`src/rtl/accum_pkg.sv`:
```
// accum_pkg: shared widths and FSM state type for the accumulating window sequencer.
package accum_pkg;
  localparam int IN_W = 16;
  localparam int SUM_W = 20;
  localparam int MAX_WIN_LOG2 = 4;
  localparam int DROP_W = 8;
  localparam int CNT_W = MAX_WIN_LOG2 + 1;
  typedef enum logic [1:0] {S_IDLE, S_ACCUM, S_HOLD} state_e;
endpackage

```
`src/rtl/window_counter.sv`:
```
// window_counter: per-window sample counter with clear, increment and last-sample decode.
module window_counter
  import accum_pkg::*;
#(
  parameter int WIN_LOG2 = 4
) (
  input  logic clk,
  input  logic reset,
  input  logic clr_i,
  input  logic inc_i,
  output logic last_o
);
  localparam logic [CNT_W-1:0] LAST = CNT_W'((1 << WIN_LOG2) - 1);
  logic [CNT_W-1:0] cnt_q, cnt_d;
  always_comb begin
    last_o = inc_i && cnt_q == LAST;
    cnt_d = (clr_i || last_o) ? '0 : inc_i ? cnt_q + 1'b1 : cnt_q;
  end
  always_ff @(posedge clk or negedge reset)
    if (!reset) cnt_q <= '0;
    else cnt_q <= cnt_d;
endmodule

```
`src/rtl/accum_sequencer.sv`:
```
// accum_sequencer: sums 2^WIN_LOG2 signed samples per window and holds sum/mean until accepted.
// Define ACCUM_SEQ_DROP_COUNT_EN to count samples discarded while a result is pending.
module accum_sequencer
  import accum_pkg::*;
#(
  parameter int WIN_LOG2 = 4
) (
  input  logic              clk,
  input  logic              reset,
  input  logic              enable,
  input  logic              in_valid,
  input  logic [IN_W-1:0]   in_data,
  output logic              out_valid,
  input  logic              out_ready,
  output logic [SUM_W-1:0]  out_sum,
  output logic [IN_W-1:0]   out_mean,
  output logic              busy,
  output logic [DROP_W-1:0] drop_count
);
  state_e state_q, state_d;
  logic take, last, run;
  logic signed [SUM_W-1:0] sum_q, sum_d, sum_add;
  logic [SUM_W-1:0] out_sum_q, out_sum_d;
  logic [IN_W-1:0] out_mean_q, out_mean_d;

  assign run = state_q == S_ACCUM && enable;
  assign take = run && in_valid;

  window_counter #(.WIN_LOG2(WIN_LOG2)) u_cnt (
    .clk    (clk),
    .reset  (reset),
    .clr_i  (!run),
    .inc_i  (take),
    .last_o (last)
  );

  always_ff @(posedge clk or negedge reset)
    if (!reset) state_q <= S_IDLE;
    else state_q <= state_d;

  always_comb begin
    state_d = state_q;
    case (state_q)
      S_IDLE:  state_d = enable ? S_ACCUM : S_IDLE;
      S_ACCUM: state_d = !enable ? S_IDLE : last ? S_HOLD : S_ACCUM;
      S_HOLD:  state_d = !out_ready ? S_HOLD : enable ? S_ACCUM : S_IDLE;
      default: state_d = S_IDLE;
    endcase
  end

  always_comb begin
    out_valid = state_q == S_HOLD;
    busy = state_q != S_IDLE;
    out_sum = out_sum_q;
    out_mean = out_mean_q;
  end

  // Leaving ACCUM for any reason (disable or completed window) clears the running sum.
  always_comb begin
    sum_add = sum_q + {{(SUM_W-IN_W){in_data[IN_W-1]}}, in_data};
    sum_d = (!run || last) ? '0 : take ? sum_add : sum_q;
    out_sum_d = last ? sum_add : out_sum_q;
    out_mean_d = last ? IN_W'(sum_add >>> WIN_LOG2) : out_mean_q;
  end

  always_ff @(posedge clk or negedge reset)
    if (!reset) begin
      sum_q <= '0;
      out_sum_q <= '0;
      out_mean_q <= '0;
    end else begin
      sum_q <= sum_d;
      out_sum_q <= out_sum_d;
      out_mean_q <= out_mean_d;
    end

`ifdef ACCUM_SEQ_DROP_COUNT_EN
  logic [DROP_W-1:0] drop_q, drop_d;
  assign drop_d = (state_q == S_HOLD && in_valid && drop_q != '1) ? drop_q + 1'b1 : drop_q;
  always_ff @(posedge clk or negedge reset)
    if (!reset) drop_q <= '0;
    else drop_q <= drop_d;
  assign drop_count = drop_q;
`else
  assign drop_count = '0;
`endif
endmodule

```
`config.mk`:
```
export PLATFORM = sky130hd
export DESIGN_NAME = accum_sequencer
export DESIGN_NICKNAME = d
export VERILOG_FILES = /design/src/rtl/accum_pkg.sv /design/src/rtl/window_counter.sv /design/src/rtl/accum_sequencer.sv
export SDC_FILE = /design/constraint.sdc
export NUM_CORES = 1
export LEC_CHECK = 0
export CAP_MARGIN = 20
export CORE_AREA = 2 2 101 64
export DETAILED_ROUTE_END_ITERATION = 8
export DIE_AREA = 0 0 103 66
export PLACE_DENSITY = 0.83
export SYNTH_ARGS = -nofsm -noshare
export SYNTH_HDL_FRONTEND = slang
export SYNTH_SLANG_ARGS = --single-unit
export TNS_END_PERCENT = 10
```
`constraint.sdc`:
```
create_clock -name clk -period 5.5 [get_ports clk]
set_input_delay 0.825 -clock clk [delete_from_list [all_inputs] [get_ports clk]]
set_output_delay 0.825 -clock clk [all_outputs]
set_load 0.02 [all_outputs]
```
Word level (Yosys, flattened, before mapping)
Index checks and enable logic that the tools add are counted.

operators by class
  add/subtract/negate cells = 2
  equal/unequal tests = 3
  muxes and demuxes = 9
  reduce and logical (&&, ||, !) cells = 8

operator list
  operator               count
  $mux W20               2
  $add A20 B20 Y20       1
  $mux W5                2
  $mux W2                3
  $pmux W2 S3            1
  $add A5 B1 Y5 const B  1
  $eq A5 B4 Y1 const B   1
  $reduce_bool A2 Y1     2
  $logic_and A1 B1 Y1    3
  $eq A2 B1 Y1 const B   1
  $eq A2 B2 Y1 const B   1
  $logic_not A2 Y1       1
  $logic_not A1 Y1       1
  $logic_or A1 B1 Y1     1
  $mux W1                1

word-level totals
  register bits = 63
  input port bits = 21
  output and inout port bits = 46

Longest topological paths before layout
  word-level depth = 7
  depth in mapped cells = 9

By module
From an unflattened synthesis, not the netlist that was laid out.

second synthesis, totals
  cells, all modules = 333
  area total of the unflattened synthesis = 3228.1 um^2

modules (own cells, without submodules)
  module           instances  cells an instance  area each (um^2)
  accum_sequencer  1          304                2941.6
  window_counter   1          29                 286.5

Worst setup path before layout
OpenSTA, ideal clock, no wires.

  path kind = input to register
  from = in in_data[0]
  to = reg out_mean_q[10] (netlist: out_mean[10])
  library setup time = 125 ps
  data arrival time = 2726 ps
  data required time = 5375 ps
  slack = 2649 ps
  cell stages on the path = 8
  buffers on the path = 0
  cell sequence = ha_1 fa_1 a21o_1 a221oi_2 o21ai_1 a31o_2 xor2_1 mux2_2

between the ends
  word-level cells in the longest chain between the ends = 1

RTL lines
  item                  RTL line               RTL
  from (decl)           accum_sequencer.sv:12  input logic [IN_W-1:0] in_data,
  $add A20 B20 Y20      accum_sequencer.sv:60  sum_add = sum_q + {{(SUM_W-IN_W){in_data[IN_W-1]}}, in_data};
  to (signal assigned)  accum_sequencer.sv:74  out_mean_q <= out_mean_d;
  to (decl)             accum_sequencer.sv:24  logic [IN_W-1:0] out_mean_q, out_mean_d;

Every way passes these cells.
A chain may end at the register's enable or synchronous reset.

Worst setup path after layout
Same ends and word-level chain as after synthesis.

==> results by group <==
STA
  • Hold WS: roughly 0.5 ns
  • RSZ-0062 raised after global routing: no
  • Least-Margin Pin Slew: approximately 0.79 ns
  • Slew headroom: between 40% and 50%
  • Minimum clock period: roughly 3.1 ns
  • Max Fclk: ~0.32 GHz
  • Tcrit/Tclk final: between 50% and 60%
  • Slew Limit Fails: 0
  • Setup Skew: 0.00902 ns
  • Final hold vios: 0
  • Setup TNS Final: 0 ns
  • Final setup viols: 0

Power and ir drop
  • Comb power frac: between 10% and 20%
  • Int Pwr: roughly 0.56 mW
  • Switching power share of the total: between 20 and 30%
  • Post-layout power: about 0.78 mW
  • Flop pwr share: between 40% and 50%
  • Pwr Density: between 200 and 250 mW/mm^2
  • Max VDD drop: between 0.1 and 0.15 mV
  • Pleak: about 1.8 nW
  • Switching pwr: ~0.22 mW
  • Clock share of power: 34.0%

Final layout
  • Post-route cell area: 0.00377 mm^2
  • Register area: 0.00118 mm^2
  • Multi-input gate area: between 0.0015 and 0.002 mm^2
  • Core Util, Final: 63.9%
  • Area grow syn2layout: 20.5%
  • Fillers: between 500 and 600
  • Antenna Diode Count: 0
  • Final #Nets: between 400 and 500
  • Layout cells sized above 1: a little under a tenth

Die
  • Die footprint: about 0.0068 mm^2
  • IO Count: between 60 and 70
  • Std cell rows: 22
  • Die Wd: ~100 um
  • Die extent in y: between 60 and 70 um
  • Starting Density: between 50% and 60%
  • Core Area: around 0.0059 mm^2

Synthesis
  • Syn Area/Cell: roughly 9.4 um^2
  • Sequential area share after synthesis: between 30% and 40%
  • FF+latch count, synth: 47
  • Netlist cell types: 60
  • Dominant synthesized flop cell: dfrtp_1
  • EDFF count, synth: 0
  • Cell count after synthesis: 331
  • Mapped cell area: around 0.0031 mm^2
  • Fraction of registers with async set/reset: 100%
  • Synth warnings: 0

Drt
  • Initial DRT Pass Iterations: 4
  • Post-route DRC: 0
  • ANT nets after route: 0
  • Drt first-iter violations: about 160
  • Via density: ~5.6
  • Via count: between 2000 and 3000
  • Routed Wire Length: between 7000 and 8000 um
  • DR WL/cell: about 16 um

Clocking
  • Clk sinks: 47
  • CTS H-tree depth: 2
  • Clock Tree Root: clkbuf_8
  • Post-cts sizing count: 0
  • CTS Buffer Depth: 2
  • Worst-Skew Late Latency: 0.31 ns
  • Clk pin slew, worst setup/hold paths: around 0.090 ns
  • Post-CTS Setup Repair Bufs: 0
  • TritonCTS clock tree: yes
  • Hold buffer count at cts: 0
  • Num CTS Buffers: 5

Setup path
  • Worst endpoint required time: 5.69 ns
  • Kind of critical path: in -> reg
  • Critical path fanouts, max: 3
  • WP data arrival: 3.30 ns
  • CP Capture Type: flop
  • Setup crit start kind: input pin

Placed design
  • Detailed placement HPWL: about 5400 um
  • Port Buffer Count: just under 60
  • Post-DP Area: around 0.0036 mm^2
  • Routability cong.: 0.875

Worst hold path
  • Min-delay worst type: reg -> reg

GRT
  • First-pass GRT wire length: 12400 um
  • Vias in the first global route: approximately 2500
  • Largest net degree at the start of global routing: 48
  • Total global routing overflow: 0
  • Total Routing Usage GR: 23.9%
  • Antenna violations before repair: 0

Outcome
  • Status: complete, no violations

Flow run
  • Number of max-cap violations: 0
-- final cells by class --
type                    instances  area share [%]
well taps                      84            2.79
multi-input cells             246            45.1
clock buffers                   6            2.19
inverters                      10           0.997
repair buffers                 62            16.7
clock inverters                 2           0.930
flip-flops and latches         47            31.2
-- synthesized netlist by cell type (2+ instances only) --
library cell / count / area [um^2]
a22o_1: 13 / 114
nand4_1: 3 / 18.8
a31oi_1: 2 / 12.5
a221oi_2: 2 / 30.0
clkbuf_1: 8 / 30.0
buf_4: 25 / 188
nor2b_1: 2 / 12.5
ha_1: 21 / 263
mux2i_1: 2 / 20.0
or3_1: 2 / 12.5
nand2_1: 53 / 199
nor3_1: 5 / 25.0
nand3b_1: 3 / 22.5
buf_6: 2 / 22.5
nand3_1: 6 / 30.0
o21a_1: 4 / 30.0
o21ai_0: 10 / 50.1
and3_1: 3 / 18.8
o21bai_1: 2 / 15.0
o22ai_1: 2 / 12.5
a21boi_1: 2 / 15.0
and2_1: 3 / 18.8
a21o_1: 6 / 45.0
a21oi_1: 18 / 90.1
inv_1: 10 / 37.5
o21ai_1: 11 / 55.1
mux2_2: 3 / 33.8
a2111oi_2: 2 / 30.0
xor2_1: 5 / 43.8
xnor2_1: 7 / 61.3
nor2_1: 11 / 41.3
dfrtp_1: 47 / 1180
o211ai_1: 3 / 22.5
o31ai_1: 6 / 45.0
a211oi_2: 2 / 25.0
-- flip-flops by register name (all words and copies together), names as in the netlist --
name and flops:
u_cnt.cnt_q 5, sum_q 20, state_q 2, out_mean 16, out_sum 4
-- kinds of logic after synthesis --
family | after synthesis | synth area share (%)
multiplexers | 5 | 1.72
XOR/XNOR | 13 | 4.08
AND/OR/NAND/NOR | 100 | 15.2
AO/OA/AOI/OAI | 98 | 23.3
flip-flops | 47 | 37.6
buffers and inverters | 45 | 8.89
other | 1 | 0.120
adder cells (fa/ha/maj) | 22 | 9.05
-- worst max-delay path: stages --
cell and delay (ns):
clkdlybuf4s50_1 0.40, ha_1 0.25, fa_1 0.43, a21o_1 0.20, a221oi_2 0.34, o21ai_1 0.16
a31o_2 0.28, xor2_1 0.15, mux2_2 0.27
-- per-stage QoR --
stage	setup WS [ns]	std cells
after floorplan	2.65	338
after global placement	2.14	446
after detailed placement	2.09	446
after CTS	2.41	454
after global routing	2.18	457
final	2.39	457
-- power groups by stage --
stage	Clock [mW]	Sequential, mW	Combinational [mW]
2_1_floorplan	0	0.364	0.110
6_report	0.264	0.360	0.155
3_3_place_gp	0	0.366	0.147
4_1_cts	0.272	0.359	0.151
5_1_grt	0.283	0.361	0.171
3_5_place_dp	0	0.366	0.150
-- layer usage --
layer,global-route usage (%),share of wire (%)
met5,0,0
met4,5.76,1.0
met3,4.12,6.4
met2,35.5,42
met1,36.1,51
-- layout by cell type (no fill, tap or decap), types with 4 or more instances in the layout --
master           Yosys  layout
clkbuf_8             0       6
inv_1               10      10
nor3_1               5       5
nand2_1             53      53
a21oi_1             18      18
clkdlybuf4s50_1      0      57
dfrtp_1             47      47
xor2_1               5       5
xnor2_1              7       7
ha_1                21      21
o21a_1               4       4
a22o_1              13      13
nand3_1              6       6
o31ai_1              6       6
conb_1               1       8
o21ai_0             10      10
o21ai_1             11      11
nor2_1              11      10
a21o_1               6       6
-- worst paths after layout --
check	slack, ns	to	cells after the start	start
max	2.39	out_mean[10]	9	in_data[0]
min in group asynchronous	0.50	state_q[1]	1	reset
min reg2reg	0.49	u_cnt.cnt_q[3]	1	u_cnt.cnt_q[3]
max reg2reg	2.95	out_mean[10]	8	sum_q[0]
max in group asynchronous	4.48	sum_q[18]	2	reset
min	0.49	u_cnt.cnt_q[3]	1	u_cnt.cnt_q[3]
Note: power is estimated with default switching activity, not from simulation.
